[src/rtl/keypad_scanner.sv]
// keypad_scanner: scan-multiplexed 4x4 hex keypad reader with debounce.
// Drives one column low per dwell, samples the synchronized rows at the end of
// each dwell, debounces a single pressed key and shifts its hex code into a
// 32-bit entry register (newest digit in [3:0]).
// Optional feature macro: KEYPAD_SCANNER_CLEAR_EN -- key C clears the entry
// register instead of being shifted in.
// Ports:
//   keypad_scanner_clk         system clock
//   keypad_scanner_rst         synchronous active-high reset
//   keypad_scanner_iport_row   keypad rows, active-low, asynchronous
//   keypad_scanner_oport_col   column drive, active-low, one-cold
//   keypad_scanner_oport_value entered digits
//   keypad_scanner_oport_key   last accepted key code
//   keypad_scanner_oport_valid one-cycle pulse per accepted key
module keypad_scanner #(
    parameter int unsigned SCAN_TICKS     = 10000,
    parameter int unsigned DEBOUNCE_SCANS = 4
) (
    input  logic        keypad_scanner_clk,
    input  logic        keypad_scanner_rst,
    input  logic [3:0]  keypad_scanner_iport_row,
    output logic [3:0]  keypad_scanner_oport_col,
    output logic [31:0] keypad_scanner_oport_value,
    output logic [3:0]  keypad_scanner_oport_key,
    output logic        keypad_scanner_oport_valid
);

    localparam int unsigned TICK_W = (SCAN_TICKS > 1) ? $clog2(SCAN_TICKS) : 1;
    localparam logic [TICK_W-1:0] TICK_LAST = TICK_W'(SCAN_TICKS - 1);
    localparam logic [3:0] DB_N = 4'(DEBOUNCE_SCANS);

    typedef enum logic [1:0] {ST_SCAN, ST_DEBOUNCE, ST_HOLD} state_e;

    state_e              state_q, state_d;
    logic [3:0]          row_meta_q, row_s_q;
    logic [TICK_W-1:0]   tick_q;
    logic [1:0]          col_idx_q, col_idx_d;
    logic [1:0]          row_q, row_d;
    logic [3:0]          cnt_q, cnt_d;
    logic [3:0]          col_q, col_d;
    logic [3:0]          key_q, key_d;
    logic [31:0]         value_q, value_d;
    logic                valid_q, valid_d;

    logic                sample_c;
    logic                one_low_c;
    logic [1:0]          row_hit_c;
    logic [3:0]          code_c;
    logic [3:0]          cnt_inc_c;
    logic                accept_c;

    // Hex code for row r, column c of the keypad.
    function automatic logic [3:0] key_code(input logic [1:0] r, input logic [1:0] c);
        case ({r, c})
            4'b0000: key_code = 4'h1;
            4'b0001: key_code = 4'h2;
            4'b0010: key_code = 4'h3;
            4'b0011: key_code = 4'hA;
            4'b0100: key_code = 4'h4;
            4'b0101: key_code = 4'h5;
            4'b0110: key_code = 4'h6;
            4'b0111: key_code = 4'hB;
            4'b1000: key_code = 4'h7;
            4'b1001: key_code = 4'h8;
            4'b1010: key_code = 4'h9;
            4'b1011: key_code = 4'hC;
            4'b1100: key_code = 4'h0;
            4'b1101: key_code = 4'hF;
            4'b1110: key_code = 4'hE;
            default: key_code = 4'hD;
        endcase
    endfunction

    // Two-flop row synchronizer; idle (pulled-up) value is all ones.
    always_ff @(posedge keypad_scanner_clk) begin
        if (keypad_scanner_rst) begin
            row_meta_q <= 4'hF;
            row_s_q    <= 4'hF;
        end else begin
            row_meta_q <= keypad_scanner_iport_row;
            row_s_q    <= row_meta_q;
        end
    end

    // Dwell counter; the last count is both the sample point and the wrap.
    assign sample_c = (tick_q == TICK_LAST);

    always_ff @(posedge keypad_scanner_clk) begin
        if (keypad_scanner_rst) begin
            tick_q <= '0;
        end else if (sample_c) begin
            tick_q <= '0;
        end else begin
            tick_q <= tick_q + TICK_W'(1);
        end
    end

    // Exactly-one-row-low detector and its row index.
    always_comb begin
        one_low_c = 1'b1;
        row_hit_c = 2'd0;
        case (row_s_q)
            4'b1110: row_hit_c = 2'd0;
            4'b1101: row_hit_c = 2'd1;
            4'b1011: row_hit_c = 2'd2;
            4'b0111: row_hit_c = 2'd3;
            default: one_low_c = 1'b0;
        endcase
    end

    assign code_c    = key_code(row_hit_c, col_idx_q);
    assign cnt_inc_c = cnt_q + 4'd1;

    // Next-state and output logic; everything is evaluated only at the sample point.
    always_comb begin
        state_d   = state_q;
        col_idx_d = col_idx_q;
        row_d     = row_q;
        cnt_d     = cnt_q;
        key_d     = key_q;
        value_d   = value_q;
        valid_d   = 1'b0;
        accept_c  = 1'b0;

        if (sample_c) begin
            case (state_q)
                ST_SCAN: begin
                    if (one_low_c) begin
                        row_d = row_hit_c;
                        if (DB_N == 4'd1) begin
                            accept_c = 1'b1;
                            state_d  = ST_HOLD;
                            cnt_d    = 4'd0;
                        end else begin
                            cnt_d   = 4'd1;
                            state_d = ST_DEBOUNCE;
                        end
                    end else begin
                        col_idx_d = col_idx_q + 2'd1;
                    end
                end
                ST_DEBOUNCE: begin
                    if (one_low_c && (row_hit_c == row_q)) begin
                        if (cnt_inc_c == DB_N) begin
                            accept_c = 1'b1;
                            state_d  = ST_HOLD;
                            cnt_d    = 4'd0;
                        end else begin
                            cnt_d = cnt_inc_c;
                        end
                    end else begin
                        // Column stays put on this wrap; rotation resumes on the next.
                        state_d = ST_SCAN;
                        cnt_d   = 4'd0;
                    end
                end
                ST_HOLD: begin
                    // Count consecutive all-released samples; any low row restarts it.
                    if (row_s_q == 4'hF) begin
                        if (cnt_inc_c == DB_N) begin
                            state_d   = ST_SCAN;
                            col_idx_d = 2'd0;
                            cnt_d     = 4'd0;
                        end else begin
                            cnt_d = cnt_inc_c;
                        end
                    end else begin
                        cnt_d = 4'd0;
                    end
                end
                default: begin
                    state_d = ST_SCAN;
                end
            endcase
        end

        if (accept_c) begin
            key_d   = code_c;
            valid_d = 1'b1;
`ifdef KEYPAD_SCANNER_CLEAR_EN
            if (code_c == 4'hC) begin
                value_d = 32'd0;
            end else begin
                value_d = {value_q[27:0], code_c};
            end
`else
            value_d = {value_q[27:0], code_c};
`endif
        end
    end

    assign col_d = ~(4'b0001 << col_idx_d);

    // State and output registers.
    always_ff @(posedge keypad_scanner_clk) begin
        if (keypad_scanner_rst) begin
            state_q   <= ST_SCAN;
            col_idx_q <= 2'd0;
            row_q     <= 2'd0;
            cnt_q     <= 4'd0;
            col_q     <= 4'b1110;
            key_q     <= 4'd0;
            value_q   <= 32'd0;
            valid_q   <= 1'b0;
        end else begin
            state_q   <= state_d;
            col_idx_q <= col_idx_d;
            row_q     <= row_d;
            cnt_q     <= cnt_d;
            col_q     <= col_d;
            key_q     <= key_d;
            value_q   <= value_d;
            valid_q   <= valid_d;
        end
    end

    assign keypad_scanner_oport_col   = col_q;
    assign keypad_scanner_oport_value = value_q;
    assign keypad_scanner_oport_key   = key_q;
    assign keypad_scanner_oport_valid = valid_q;

endmodule
[config.mk]
export PLATFORM = sky130hd
export DESIGN_NAME = keypad_scanner
export DESIGN_NICKNAME = d
export VERILOG_FILES = /design/src/rtl/keypad_scanner.sv
export SDC_FILE = /design/constraint.sdc
export NUM_CORES = 1
export LEC_CHECK = 0
export BUFFER_PORTS_ARGS = -buffer_cell sky130_fd_sc_hd__buf_4
export CAP_MARGIN = 5
export CORE_MARGIN = 2
export CORE_UTILIZATION = 50
export DETAILED_ROUTE_END_ITERATION = 10
export GPL_ROUTABILITY_DRIVEN = 0
export PLACE_DENSITY = 0.82
export SLEW_MARGIN = 20
export SYNTH_ARGS = -nofsm -noshare
export SYNTH_HDL_FRONTEND = slang
export SYNTH_SLANG_ARGS = --single-unit
[constraint.sdc]
create_clock -name keypad_scanner_clk -period 2.1 [get_ports keypad_scanner_clk]
set_input_delay 0.525 -clock keypad_scanner_clk [delete_from_list [all_inputs] [get_ports keypad_scanner_clk]]
set_output_delay 0.525 -clock keypad_scanner_clk [all_outputs]
set_load 0.05 [all_outputs]
==> results.py, run 1 <==
metrics = {
    "outcome": {
        "status": "complete, no violations",
    },
    "layout": {
        "finalNetCount": 438,
        "layout-drive-gt1-share_pct": 28.5,
        "diodes": 0,
        "layout_commonest_cell": "nand2_1",
        "syn2layout_area_growth_pct": 27.8,
        "layout_common_cells": "nand2_1 (82), buf_4 (63), dfxtp_1 (59)",
        "final_cells": 503,
        "final_util_pct": 66.1,
    },
    "clock_tree": {
        "clk_latency_ns": 0.35,
        "cts_tree": "yes",
        "clk_pin_slew_ns": 0.08,
        "cts_buffer_depth": 2,
        "h-tree-depth": 3,
        "post_cts_buffers": 0,
        "cts-root-buf": "clkbuf_8",
        "numCtsBuffers": 9,
        "cts.sinks": 69,
    },
    "synthesis": {
        "synth_top_cells_by_area": "dfxtp_1 (45%), nand2_1 (10%), a21oi_1 (6.4%), ha_1 (3.7%), nor2_1 (3.4%)",
        "yosysTopAreaCell": "dfxtp_1",
        "synth-edff-count": 0,
        "synth.distinct_cells": 53,
        "yosys_most_used_dff": "dfxtp_1",
        "syn_avg_cell_area_um2": 8.25,
        "syn_area_um2": 3060,
        "synth_top_area_share_pct": 45.1,
        "ys_seq_elements": 69,
        "synthCells": 371,
        "yosys_warnings": 0,
        "syn-num-nets": 386,
        "yosysSeqAreaShare_pct": 45.1,
        "synthArstFlopShare_pct": 0,
    },
    "floorplanning": {
        "io_pins": 47,
        "fp-row-count": 28,
        "coreArea_um2": 5920,
        "die-width_um": 82.2,
        "die_h_um": 82.2,
        "start_util_pct": 51.7,
        "die-area_um2": 6760,
    },
    "setup_path": {
        "cp.arrival_ns": 2.28,
        "cp_num_buf_inv": 0,
        "path_cells": "ha_1 > nand3b_1 > or3_1 > o311a_4 > o21ai_4 > and3_4 > or3b_1",
        "critical-path-top-delay-family": "simple AND/OR/NAND/NOR gates",
        "max_stage_delay_ns": 0.39,
        "crit_required_ns": 2.33,
        "slowest_stage": "dfxtp_2",
        "end_kind": "flip-flop",
        "start_kind": "flip-flop",
        "critPathKind": "reg -> reg",
        "critPathMaxFanout": 5,
    },
    "global_route": {
        "overflow": 0,
        "grt_pass1_wl_mm": 10.8,
        "grt_pass1_vias": 2453,
        "grt_max_degree": 41,
        "antenna_found_initial": 0,
        "grt_util_all_layers_pct": 20.9,
    },
    "drt": {
        "highest_layer": "met4",
        "dr_wl_met2_mm": 3.53,
        "dr.pass1.iters": 4,
        "drcViolationCount": 0,
        "vias_per_cell": 5.54,
        "drt-total-wl_mm": 7.16,
        "drtIter0Drc": 227,
        "wl_per_cell_um": 14.2,
        "vias": 2789,
        "wl_met1_mm": 3.01,
        "antenna_left": 0,
        "met3WireLength_um": 477,
    },
    "power_and_ir_drop": {
        "power_density_nw_per_um2": 717,
        "p_leak_uw": 0.00150,
        "irDropWorstVdd_v": 0.000500,
    },
    "sta": {
        "hold_viol": 0,
        "worstMarginPinSlew_ns": 0.472,
        "period_minus_slack_ns": 2.05,
        "fmax_mhz": 487,
        "slew_viol_final": 0,
        "fin_ws_ns": 0.0469,
        "finClkSkew_ns": 0.00677,
        "setup_violations": 0,
        "post-route-period-util_pct": 97.8,
        "relSlewSlack_pct": 68.6,
    },
    "place": {
        "dp_slack_ns": -0.0311,
        "dp_cells": 487,
        "hpwl_mm": 4.79,
        "io_buffers": 46,
    },
    "hold_path": {
        "worstHoldPathType": "in -> reg",
    },
    "flow_run": {
        "drv_cap": 0,
    },
}
[cells by family (layout without fill, tap and decap cells)]
group	count (synthesis)	in the layout	synth area share (%)
simple gates	176	176	27.8
compound gates	66	66	13.2
xor+xnor	15	15	4.29
fa+ha+maj	9	9	3.68
mux	2	2	0.654
buf+inv	34	91	5.27
flops	69	69	45.1
[where the power goes]
group	internal, µW	switching [µW]	leakage [µW]	total, µW
Sequential	1320	12.7	0.000560	1330
Combinational	46.4	60.0	0.000812	106
Clock	856	509	0.000126	1360
Total	2220	582	0.00150	2800
[area by class of cell]
type                            instances  area (µm²)
Timing Repair Buffer                   65         504
Fill cell                             461        2010
Tap cell                               75        93.8
Multi-Input combinational cell        268        1620
Clock inverter                          5         106
Clock buffer                           11         151
Inverter                               10        37.5
Sequential cell                        69        1400
[sequential cells by signal, summed over array words and instances, names as in the netlist]
signal and flops:
keypad_scanner_oport_col 4, col_idx_q 2, row_q 2, keypad_scanner_oport_valid 1
row_s_q 4, keypad_scanner_oport_value 29, row_meta_q 4, cnt_q 4
state_q 2, tick_q 14, keypad_scanner_oport_key 3
[path summary, 6_finish.rpt]
| check | startpoint | endpoint | slack [ns] | cells after the start |
|---|---|---|---|---|
| worst max-delay path | cnt_q[1]$_SDFFE_PP0P_ | keypad_scanner_oport_col[1]$_SDFF_PP1_ | 0.05 | 7 |
| worst max register to register | cnt_q[1]$_SDFFE_PP0P_ | keypad_scanner_oport_col[1]$_SDFF_PP1_ | 0.05 | 7 |
| worst min register to register | row_meta_q[3]$_SDFF_PP1_ | row_s_q[3]$_SDFF_PP1_ | 0.41 | 1 |
| worst min-delay path | keypad_scanner_iport_row[3] | row_meta_q[3]$_SDFF_PP1_ | 0.36 | 2 |
[through the flow]
stage | setup TNS, ns | hold WS [ns] | cell area [µm²] | total power, µW
floorplan | 0 | 0.389 | 3060 | 1430
global placement | 0 | 0.394 | 3530 | 1450
detailed placement | -0.0311 | 0.393 | 3530 | 1460
CTS | 0 | 0.348 | 3790 | 2800
global route | -0.0304 | 0.349 | 3910 | 2890
finish | 0 | 0.357 | 3910 | 2800
[repair_timing]
item | in CTS | in global routing
pin swaps | 0 | 5
hold buffers | 0 | 0
gates resized for setup | 1 | 29
setup endpoints to repair | 1 | 41
[synth_stat cells (7+ instances only)]
master and count:
nand3_1 18, xnor2_1 7, ha_1 9, nor2_1 28, a21oi_1 39, xor2_1 8
clkbuf_1 9, or2_2 10, buf_2 9, inv_1 10, nand2_1 82, dfxtp_1 69
[routing by layer]
layer,vias to the layer above,global-route usage (%)
met3,15,6.96
li1,1352,-
met4,0,8.00
met5,-,0
met2,88,34.0
met1,1334,25.5
(Power assumes the default switching activity.)
==> inputs of run 2 (changes only) <==
- CORE_UTILIZATION: 50 -> 42
- CTS_BUF_LIST: default -> sky130_fd_sc_hd__clkbuf_4
- PLACE_DENSITY: 0.82 -> default
==> run 2 against run 1 <==
Combinational power fell by 6%. Register-to-register slack improved by 0.03 ns. Critical endpoint unchanged. Largest cell class unchanged. Utilization fell by 11 points. Largest power group is now registers. Via count fell by 3.8%. Sequential share of layout area rose by 0.059 points.
==> results.py, run 2 (synthesis results as in run 1) <==
metrics = {
    "outcome": {
        "status": "complete, no violations",
    },
    "drt": {
        "vias": 2682,
        "wl_met1_mm": 3.31,
        "dr.pass1.iters": 4,
        "wl_per_cell_um": 13.0,
        "vias_per_cell": 4.98,
        "highest_layer": "met4",
        "drtIter0Drc": 112,
        "drcViolationCount": 0,
        "met3WireLength_um": 240,
        "dr_wl_met2_mm": 3.36,
        "drt-total-wl_mm": 6.99,
        "antenna_left": 0,
    },
    "global_route": {
        "grt_util_all_layers_pct": 17.4,
        "grt_pass1_vias": 2303,
        "grt_max_degree": 33,
        "grt_pass1_wl_mm": 10.6,
        "antenna_found_initial": 0,
        "overflow": 0,
    },
    "setup_path": {
        "critPathMaxFanout": 4,
        "critical-path-top-delay-family": "simple AND/OR/NAND/NOR gates",
        "end_kind": "flip-flop",
        "cp_num_buf_inv": 0,
        "path_depth": 7,
        "timing.rr.start": "cnt_q[1]$_SDFFE_PP0P_",
        "path_cells": "ha_2 > nand3b_1 > or3_1 > o311a_1 > o21ai_2 > and3_1 > or3b_1",
        "rr_worst_depth": 7,
        "r2r_slack_ns": 0.08,
        "rr_endpoint": "keypad_scanner_oport_col[1]$_SDFF_PP1_",
        "crit_required_ns": 2.39,
        "critPathKind": "reg -> reg",
        "start_kind": "flip-flop",
        "slowest_stage": "dfxtp_4",
        "cp.arrival_ns": 2.32,
        "max_stage_delay_ns": 0.37,
    },
    "power_and_ir_drop": {
        "p_seq_share_pct": 58.0,
        "p_total_uw": 2300,
        "intPower_uw": 1730,
        "p_leak_uw": 0.00153,
        "irDropWorstVdd_v": 0.000247,
        "clockPowerShare_pct": 37.7,
        "comb_power_share_pct": 4.4,
        "swShare_pct": 24.8,
        "switchingPower_uw": 569,
        "power_density_nw_per_um2": 586,
    },
    "clock_tree": {
        "cts_hold_buf": 0,
        "cts.sinks": 69,
        "cts_buffer_depth": 2,
        "cts_tree": "yes",
        "cts-root-buf": "clkbuf_4",
        "clk_pin_slew_ns": 0.12,
        "clk_latency_ns": 0.41,
        "numCtsBuffers": 9,
        "h-tree-depth": 3,
    },
    "layout": {
        "layout-drive-gt1-share_pct": 29.3,
        "largest_reg_flops": 29,
        "fillers": 700,
        "final_util_pct": 54.9,
        "final_cell_area_um2": 3920,
        "layout_commonest_cell": "nand2_1",
        "finalNetCount": 450,
        "layout_common_cells": "nand2_1 (82), buf_4 (73), dfxtp_1 (59)",
        "syn2layout_area_growth_pct": 28.1,
        "diodes": 0,
    },
    "floorplanning": {
        "coreArea_um2": 7140,
        "fp-row-count": 31,
        "die_h_um": 89.4,
        "io_pins": 47,
        "start_util_pct": 42.9,
        "die-area_um2": 7990,
        "die-width_um": 89.4,
    },
    "sta": {
        "fin_setup_tns_ns": 0,
        "post-route-period-util_pct": 96.3,
        "finClkSkew_ns": 0.0195,
        "worstMarginPinSlew_ns": 0.494,
        "hold_viol": 0,
        "relSlewSlack_pct": 67.0,
        "slew_viol_final": 0,
        "period_minus_slack_ns": 2.02,
        "fmax_mhz": 494,
        "setup_violations": 0,
    },
    "hold_path": {
        "min_from": "keypad_scanner_iport_row[3]",
        "whs_path_depth": 2,
        "worstHoldPathType": "in -> reg",
        "whs_endpoint": "row_meta_q[3]$_SDFF_PP1_",
    },
    "place": {
        "hpwl_mm": 4.74,
        "io_buffers": 46,
        "dpl_cell_area_um2": 3600,
    },
    "flow_run": {
        "drv_cap": 0,
    },
}
[run 2: changes by cell type in the layout (fill, tap and decap cells not counted), sizes merged]
cell and change:
clkinv +3, inv +1, buf +10, bufinv -2
[run 2: layout make-up]
cell class / instances / area (µm²) / area share [%]
Sequential cell: 69 / 1400 / 35.7
Multi-Input combinational cell: 268 / 1580 / 40.2
Tap cell: 99 / 124 / 3.16
Timing Repair Buffer: 77 / 638 / 16.3
Inverter: 10 / 37.5 / 0.958
Clock buffer: 9 / 67.6 / 1.72
Clock inverter: 7 / 73.8 / 1.88
[run 2: metrics by stage]
stage / std cells / hold slack (ns) / setup WS, ns
2_1_floorplan: 371 / 0.389 / 0.00365
3_3_place_gp: 514 / 0.391 / 0.0599
3_5_place_dp: 514 / 0.394 / 0.0117
4_1_cts: 530 / 0.277 / 0.00192
5_1_grt: 539 / 0.273 / -0.00170
6_report: 539 / 0.292 / 0.0777
[run 2: worst max path at each step]
stage	endpoint	from	slack [ns]
final	keypad_scanner_oport_col[1]$_SDFF_PP1_	cnt_q[1]$_SDFFE_PP0P_	0.08
after global routing	keypad_scanner_oport_col[1]$_SDFF_PP1_	cnt_q[1]$_SDFFE_PP0P_	-0.002
after CTS	keypad_scanner_oport_col[1]$_SDFF_PP1_	tick_q[0]$_SDFF_PP0_	0.002
after detailed placement	keypad_scanner_oport_col[1]$_SDFF_PP1_	cnt_q[1]$_SDFFE_PP0P_	0.01
after global placement	keypad_scanner_oport_col[1]$_SDFF_PP1_	tick_q[0]$_SDFF_PP0_	0.06
after floorplan	keypad_scanner_oport_col[1]$_SDFF_PP1_	tick_q[0]$_SDFF_PP0_	0.004
[run 2: worst register-to-register path: cells and delay by family (launching register included)]
kind | cells | cell delay (ns)
and+or+nand+nor | 4 | 1.03
DFF | 1 | 0.37
adders and majority gates | 1 | 0.18
AOI/OAI and AO/OA | 2 | 0.32
[run 2: power by group through the flow]
stage | logic, µW | registers, µW | clock network (µW)
global placement | 95.0 | 1360 | 0
CTS | 96.0 | 1330 | 892
finish | 100 | 1330 | 865
detailed placement | 95.5 | 1360 | 0
floorplan | 72.2 | 1350 | 0
global route | 113 | 1330 | 951
[run 2: timing repair]
item,CTS,global route
setup buffers,0,7
pin swaps,0,7
endpoints found under the setup margin,1,39
gates cloned,0,2
gates resized for setup,2,22
[run 2: layer usage]
metal / track usage, % / up-vias
li1: - / 1383
met5: 0 / -
met4: 6.11 / 0
met2: 28.0 / 53
met3: 3.97 / 9
met1: 22.8 / 1237
